===== src/rtl/sb_stream_arb.sv =====
// -----------------------------------------------------------------------------
// sb_stream_arb
//
// N-to-1 packet-aware round-robin arbiter for switchboard streams. Several
// requesters share one SB TX port. Once a port wins, the grant stays with it
// until the beat carrying last=1 is accepted. The output goes through a
// one-entry register slot that can be popped and reloaded in the same cycle,
// so a continuous stream still moves one beat per cycle.
//
// Parameters:
//   N     - number of requester ports (2..16)
//   DW    - data width in bits
//   DESTW - dest field width in bits
//
// Ports:
//   clk        in   clock, all logic on posedge
//   reset      in   synchronous active-high reset
//   in_data    in   N*DW     requester data, port i at [i*DW +: DW]
//   in_dest    in   N*DESTW  requester dest, port i at [i*DESTW +: DESTW]
//   in_last    in   N        end-of-packet flag per port
//   in_valid   in   N        beat valid per port
//   in_ready   out  N        beat accepted per port (at most one bit high)
//   out_data   out  DW       registered data
//   out_dest   out  DESTW    registered dest
//   out_last   out  1        registered last
//   out_valid  out  1        output slot full
//   out_ready  in   1        downstream ready
//   grant_idx  out  clog2(N) current or most recently granted port
//   locked     out  1        high while a multi-beat packet is in progress
//
// Optional feature (macro SB_STREAM_ARB_SRC_TAG_EN):
//   When defined, the top clog2(N) bits of out_dest are replaced with the
//   index of the granted port, so the consumer can route responses back to
//   the requester. When undefined, in_dest passes through unchanged.
// -----------------------------------------------------------------------------
module sb_stream_arb #(
  parameter int N     = 4,
  parameter int DW    = 256,
  parameter int DESTW = 32
) (
  input  logic                   clk,
  input  logic                   reset,
  input  logic [N*DW-1:0]        in_data,
  input  logic [N*DESTW-1:0]     in_dest,
  input  logic [N-1:0]           in_last,
  input  logic [N-1:0]           in_valid,
  output logic [N-1:0]           in_ready,
  output logic [DW-1:0]          out_data,
  output logic [DESTW-1:0]       out_dest,
  output logic                   out_last,
  output logic                   out_valid,
  input  logic                   out_ready,
  output logic [$clog2(N)-1:0]   grant_idx,
  output logic                   locked
);

  localparam int IW = $clog2(N);

  typedef enum logic {
    IDLE   = 1'b0,
    LOCKED = 1'b1
  } state_e;

  // Unpacked views of the flattened request buses.
  logic [DW-1:0]    data_arr [N];
  logic [DESTW-1:0] dest_arr [N];

  for (genvar gi = 0; gi < N; gi++) begin : g_unpack
    assign data_arr[gi] = in_data[gi*DW +: DW];
    assign dest_arr[gi] = in_dest[gi*DESTW +: DESTW];
  end

  state_e           state_q, state_d;
  logic [IW-1:0]    rr_ptr_q, rr_ptr_d;
  logic [IW-1:0]    grant_q, grant_d;
  logic             out_valid_q, out_valid_d;
  logic [DW-1:0]    out_data_q, out_data_d;
  logic [DESTW-1:0] out_dest_q, out_dest_d;
  logic             out_last_q, out_last_d;

  logic             slot_free;
  logic             rr_found;
  logic [IW-1:0]    rr_pick;
  logic [IW-1:0]    sel;
  logic [N-1:0]     ready_c;
  logic             accept;
  logic [DESTW-1:0] sel_dest;

  // The slot can take a new beat when empty or when it is being drained now.
  assign slot_free = !out_valid_q || out_ready;

  // Round-robin search: first valid port after rr_ptr, wrapping modulo N.
  always_comb begin : p_search
    int idx;
    rr_found = 1'b0;
    rr_pick  = '0;
    idx      = 0;
    for (int k = 1; k <= N; k++) begin
      idx = int'(rr_ptr_q) + k;
      if (idx >= N) begin
        idx = idx - N;
      end
      if (!rr_found && in_valid[IW'(idx)]) begin
        rr_found = 1'b1;
        rr_pick  = IW'(idx);
      end
    end
  end

  // Inside a packet the owner keeps the grant; otherwise the search result.
  assign sel = (state_q == LOCKED) ? grant_q : rr_pick;

`ifdef SB_STREAM_ARB_SRC_TAG_EN
  assign sel_dest = {sel, dest_arr[sel][DESTW-IW-1:0]};
`else
  assign sel_dest = dest_arr[sel];
`endif

  always_comb begin
    ready_c     = '0;
    state_d     = state_q;
    rr_ptr_d    = rr_ptr_q;
    grant_d     = grant_q;
    out_valid_d = out_valid_q;
    out_data_d  = out_data_q;
    out_dest_d  = out_dest_q;
    out_last_d  = out_last_q;

    case (state_q)
      IDLE: begin
        if (rr_found && slot_free) begin
          ready_c[rr_pick] = 1'b1;
        end
      end
      LOCKED: begin
        // No preemption: the owner holds ready even while it bubbles.
        if (slot_free) begin
          ready_c[grant_q] = 1'b1;
        end
      end
      default: begin
        ready_c = '0;
      end
    endcase

    accept = |(ready_c & in_valid);

    if (accept) begin
      // Covers both an empty slot and a pop-and-reload in the same cycle.
      out_valid_d = 1'b1;
      out_data_d  = data_arr[sel];
      out_dest_d  = sel_dest;
      out_last_d  = in_last[sel];
      grant_d     = sel;
      if (in_last[sel]) begin
        state_d  = IDLE;
        rr_ptr_d = sel;
      end else begin
        state_d  = LOCKED;
      end
    end else if (out_ready) begin
      out_valid_d = 1'b0;
    end
  end

  always_ff @(posedge clk) begin
    if (reset) begin
      state_q     <= IDLE;
      rr_ptr_q    <= IW'(N - 1);
      grant_q     <= '0;
      out_valid_q <= 1'b0;
      out_data_q  <= '0;
      out_dest_q  <= '0;
      out_last_q  <= 1'b0;
    end else begin
      state_q     <= state_d;
      rr_ptr_q    <= rr_ptr_d;
      grant_q     <= grant_d;
      out_valid_q <= out_valid_d;
      out_data_q  <= out_data_d;
      out_dest_q  <= out_dest_d;
      out_last_q  <= out_last_d;
    end
  end

  assign in_ready  = ready_c;
  assign out_valid = out_valid_q;
  assign out_data  = out_data_q;
  assign out_dest  = out_dest_q;
  assign out_last  = out_last_q;
  assign grant_idx = grant_q;
  assign locked    = (state_q == LOCKED);

endmodule


===== config.mk =====
export PLATFORM = sky130hd
export DESIGN_NAME = sb_stream_arb
export DESIGN_NICKNAME = d
export VERILOG_FILES = /design/src/rtl/sb_stream_arb.sv
export SDC_FILE = /design/constraint.sdc
export NUM_CORES = 1
export LEC_CHECK = 0
export CORE_AREA = 2 2 567 569
export DETAILED_ROUTE_END_ITERATION = 8
export DIE_AREA = 0 0 569 571
export PLACE_DENSITY = 0.3
export SLEW_MARGIN = 40
export SYNTH_ARGS = -nofsm -noshare
export SYNTH_HDL_FRONTEND = slang
export SYNTH_SLANG_ARGS = --single-unit

===== constraint.sdc =====
create_clock -name clk -period 5.28 [get_ports clk]
set_clock_uncertainty 0.15 [all_clocks]
set_input_delay 1.056 -clock clk [delete_from_list [all_inputs] [get_ports clk]]
set_output_delay 1.056 -clock clk [all_outputs]
set_load 0.05 [all_outputs]

# ---- After elaboration in Yosys (flattened, before gate mapping)
# Index checks and enable logic that the tools add are counted.
dict set report word_totals {
  reg_bits 295
  input_bits 1163
  word_cells 89
}
dict set report op_classes {
  add_sub_neg 8
  magnitude_cmp 14
  muxes 43
  bitwise_logic 3
  reduce_logical 14
}
# cell n
set ops {}
lappend ops {{$bmux 256 s2} 1}
lappend ops {{$mux 256} 2}
lappend ops {{$bmux 32 s2} 1}
lappend ops {{$mux 32} 2}
lappend ops {{$mux 1} 18}
lappend ops {{$mux 2} 9}
lappend ops {{$lt 2x4->1 const B} 4}
lappend ops {{$ge 3x3->1 const B} 4}
lappend ops {{$bmux 1 s2} 5}
lappend ops {{$lt 2x3->1 const B} 3}
lappend ops {{$mux 4} 2}
lappend ops {{$pmux 4 s2} 1}
lappend ops {{$sub 2x1->2 const B} 4}
lappend ops {{$add 2x2->3 const B} 2}
lappend ops {{$logic_and 1x1->1} 6}
lappend ops {{$add 2x3->4 const B} 1}
lappend ops {{$and 4x4->4} 1}
lappend ops {{$demux 1 s2} 2}
lappend ops {{$ge 2x1->1 const B} 2}
lappend ops {{$ge 4x3->1 const B} 1}
lappend ops {{$logic_not 1->1} 4}
lappend ops {{$reduce_or 4->1} 1}
lappend ops {{$add 2x1->3 const B} 1}
lappend ops {{$not 2->3} 1}
lappend ops {{other kinds (4)} 4}

# ---- Longest topological paths before layout
dict set report depth {
  word_depth 25
  ltp_mapped 10
  mapped_depth_nobuf 6
}

# ---- Least setup slack after synthesis
# No wires, ideal clock.
dict set report synth_path {
  path_type {input to output}
  start {in in_valid[2]}
  end {out in_ready[1]}
  arrival_time_ns 2.677
  slack_ns 1.397
  stages 4
  cell_sequence {nand2b_1 -> a21oi_1 -> nor3_1 -> o21ai_0}
}
dict set report synth_via {
  elab_chain_len 19
}
# item line_no
set synth_lines {}
lappend synth_lines {{start: declaration} 46} ;# input logic [N-1:0] in_valid,
lappend synth_lines {{$bmux 1 s2} 103} ;# if (!rr_found && in_valid[IW'(idx)]) begin
lappend synth_lines {{$mux 1 (not written as such) (2 in series)} 103}
lappend synth_lines {{$mux 1} 103}
lappend synth_lines {{$logic_not 1->1} 103}
lappend synth_lines {{$logic_and 1x1->1} 103}
lappend synth_lines {{$mux 1} 103}
lappend synth_lines {{$logic_not 1->1} 103}
lappend synth_lines {{$logic_and 1x1->1} 103}
lappend synth_lines {{(+2 left out)} -}
lappend synth_lines {{$logic_and 1x1->1} 103}
lappend synth_lines {{$mux 2} 103}
lappend synth_lines {{$lt 2x3->1 (not written as such) / $ge 2x1->1 (equally long branches)} 132} ;# ready_c[rr_pick] = 1'b1;
lappend synth_lines {{$logic_and 1x1->1 (not written as such)} 132}
lappend synth_lines {{$mux 1 (not written as such)} 132}
lappend synth_lines {{$demux 1 s2} 132}
lappend synth_lines {{$mux 4 *} 131} ;# if (rr_found && slot_free) begin
lappend synth_lines {{$pmux 4 s2 *} 129} ;# case (state_q)
lappend synth_lines {{end: declaration} 47} ;# output logic [N-1:0] in_ready,
# Every way passes the cells marked *; elsewhere a longest branch is shown, timed or not. The select of a mux whose other input is x is not followed.

# ---- Worst setup path in the final report
dict set report layout_path {
  start {in in_valid[3]}
  end {out in_ready[1]}
}
# The elaborated chain is that of the path after synthesis.

==> impl_metrics.json <==
{
  "nets": 5142,
  "rsz0062_at_grt": "false",
  "grt_usage_pct": 13.5,
  "netlist_area_mm2": 0.0172,
  "gp_congestion": 0.913,
  "hp-class": "reg2reg",
  "yosys_warnings": 0,
  "cts_resized": 0,
  "dp.cells": 8129,
  "numCtsBuffers": 48,
  "grt_pass1_vias": 26100,
  "synth_edf_count": 0,
  "cts_hold_buffers": 0,
  "pin_count": 1460,
  "die-height_um": 571,
  "fmax_mhz": 222,
  "worst_pin_slew_ns": 0.949,
  "final-hold-violation-count": 0,
  "grt_pass1_wl_mm": 286,
  "dr.pass1.iters": 5,
  "yosys_most_used_dff": "dfxtp_1",
  "fin_cells": 8251,
  "fin_crit_ns": 4.51,
  "cts_root_buf": "clkbuf_16",
  "cts_buffer_depth": 3,
  "start_util_pct": 5.37,
  "clk_pin_slew_ns": 0.05,
  "outcome": "completed",
  "fill_cells": 37000,
  "whs_ns": 0.308,
  "path_class": "in2out",
  "wire_per_inst_um": 27.8,
  "drt_iter0_markers": 1539,
  "p_leak_nw": 15.7,
  "clk_latency_ns": 0.69,
  "cts_tree": "done",
  "vias_per_cell": 3.11,
  "powerDensity_mw_per_mm2": 515,
  "die_area_mm2": 0.325,
  "antenna_found_initial": 156,
  "portBuffers": 1459,
  "syn_to_final_growth_pct": 124,
  "critPathRequiredTime_ns": 4.07,
  "postSynthCellCount": 2595,
  "ys_ff_latch": 295,
  "placementRows": 208,
  "final-setup-viol-count": 0,
  "drive_above_1_share_pct": 6.53,
  "yosysSeqAreaShare_pct": 34.4,
  "ir_drop_uv": 217,
  "cpLargestDelayFamily": "compound AO/OA/AOI/OAI gates",
  "cp-end-kind": "output pin",
  "maxCapViolCount": 0,
  "drtAntennaViolNets": 0,
  "grt_max_degree": 73,
  "worstPathArrival_ns": 3.30,
  "syn_nets": 3758,
  "avgSynthCellArea_um2": 6.61,
  "dp_hpwl_mm": 202,
  "cp-start-kind": "primary input",
  "cts-htree-levels": 2,
  "post_cts_buffers": 0,
  "postLayoutCoreUtil_pct": 12.0,
  "drc": 0,
  "vias": 25700,
  "setup_tns_ns": 0,
  "wirelength_mm": 229,
  "grt_overflow": 0,
  "slew_violations": 0,
  "yosys.cell_types.count": 37,
  "clock-sinks": 295,
  "async_flop_share_pct": 0,
  "crit_slowest_cell": "o221ai_1",
  "critPathMaxFanout": 6,
  "coreArea_mm2": 0.319,
  "finalCritPeriodShare_pct": 85.4,
  "path_cells": "clkdlybuf4s50_1, nor2b_1, o221ai_1, nand2_1, o21ai_0, buf_4",
  "cp_slowest_stage_delay_ns": 0.56,
  "cp.buffers_inverters": 2,
  "timing.slew.headroom_pct": 36.5,
  "die_w_um": 569
}
[sequential cells by signal (all words and copies together), names as in the netlist]
signal	cells
grant_idx	2
locked	1
out_data	256
out_dest	32
out_last	1
out_valid	1
rr_ptr_q	2
[per-stage QoR]
stage	setup slack, ns	total power [W]	area, µm²
floorplan	1.40	0.0104	17200
global placement	0.777	0.0170	37100
detailed placement	0.776	0.0168	36800
CTS	0.777	0.0203	38300
global route	0.608	0.0209	38300
finish	0.772	0.0198	38400
[routing by layer]
| metal | global-route usage [%] | vias to the layer above | wire length, µm |
|---|---|---|---|
| met2 | 22.1 | 1380 | 105000 |
| met3 | 6.07 | 316 | 24300 |
| li1 | - | 11700 | - |
| met5 | 0 | - | 766 |
| met1 | 16.0 | 12100 | 93900 |
| met4 | 2.77 | 112 | 5450 |
[synthesized netlist by cell type (4+ instances only)]
library cell,n,area [µm²]
a211o_1,287,2510
a21oi_1,565,2830
a21oi_2,10,87.6
buf_1,15,56.3
buf_2,23,115
buf_4,4,30.0
buf_6,22,248
clkbuf_1,160,601
dfxtp_1,295,5910
inv_1,4,15.0
mux2_2,4,45.0
mux2i_1,5,50.1
nand2_1,1153,4330
nand2b_1,4,25.0
nor2_1,10,37.5
o21ai_0,4,20.0
[final timing paths]
kind	depth (start not counted)	startpoint	end	slack, ns
hold reg to reg	1	out_data[211]	out_data[211]	0.31
setup reg to reg	8	grant_idx[0]	out_data[97]	2.01
setup / recovery	6	in_valid[3]	in_ready[1]	0.77
hold / removal	1	out_data[211]	out_data[211]	0.31
[layout by cell type (no fill, tap or decap), types with 4 or more instances in the layout]
| cell | instances |
|---|---|
| nand2_1 | 1153 |
| buf_4 | 83 |
| o21ai_0 | 4 |
| buf_12 | 27 |
| clkbuf_16 | 48 |
| clkbuf_8 | 8 |
| diode_2 | 40 |
| a211o_1 | 287 |
| nand2b_1 | 4 |
| a21oi_1 | 565 |
| mux2i_1 | 5 |
| mux2_2 | 4 |
| clkinv_2 | 11 |
| nor2_1 | 10 |
| inv_1 | 4 |
| buf_2 | 56 |
| clkbuf_1 | 9 |
| a21oi_2 | 10 |
| clkdlybuf4s50_1 | 1393 |
| dfxtp_1 | 295 |
[layout make-up]
type / count / area, µm² / share of cell area [%]
Inverter: 4 / 15.0 / 0.0391
Antenna cell: 40 / 100 / 0.261
Tap cell: 4200 / 5260 / 13.7
Clock buffer: 65 / 1350 / 3.51
Timing Repair Buffer: 1559 / 15400 / 40.1
Multi-Input combinational cell: 2071 / 10200 / 26.6
Clock inverter: 17 / 156 / 0.408
Sequential cell: 295 / 5910 / 15.4
[power breakdown]
group	internal, W	switching (W)
clock network	0.00186	0.00140
logic	0.00410	0.00886
registers	0.00298	0.000572
total	0.00894	0.0108
[logic make-up (layout without fill, tap and decap cells)]
group | after synthesis | after routing | synth area share (%)
buffers and inverters | 229 | 1645 | 6.29
AO/OA/AOI/OAI | 880 | 880 | 32.5
flip-flops | 295 | 295 | 34.4
multiplexers | 10 | 10 | 0.685
other | 0 | 40 | 0
AND/OR/NAND/NOR | 1181 | 1181 | 26.1
Power figures use the tool's default switching activity.
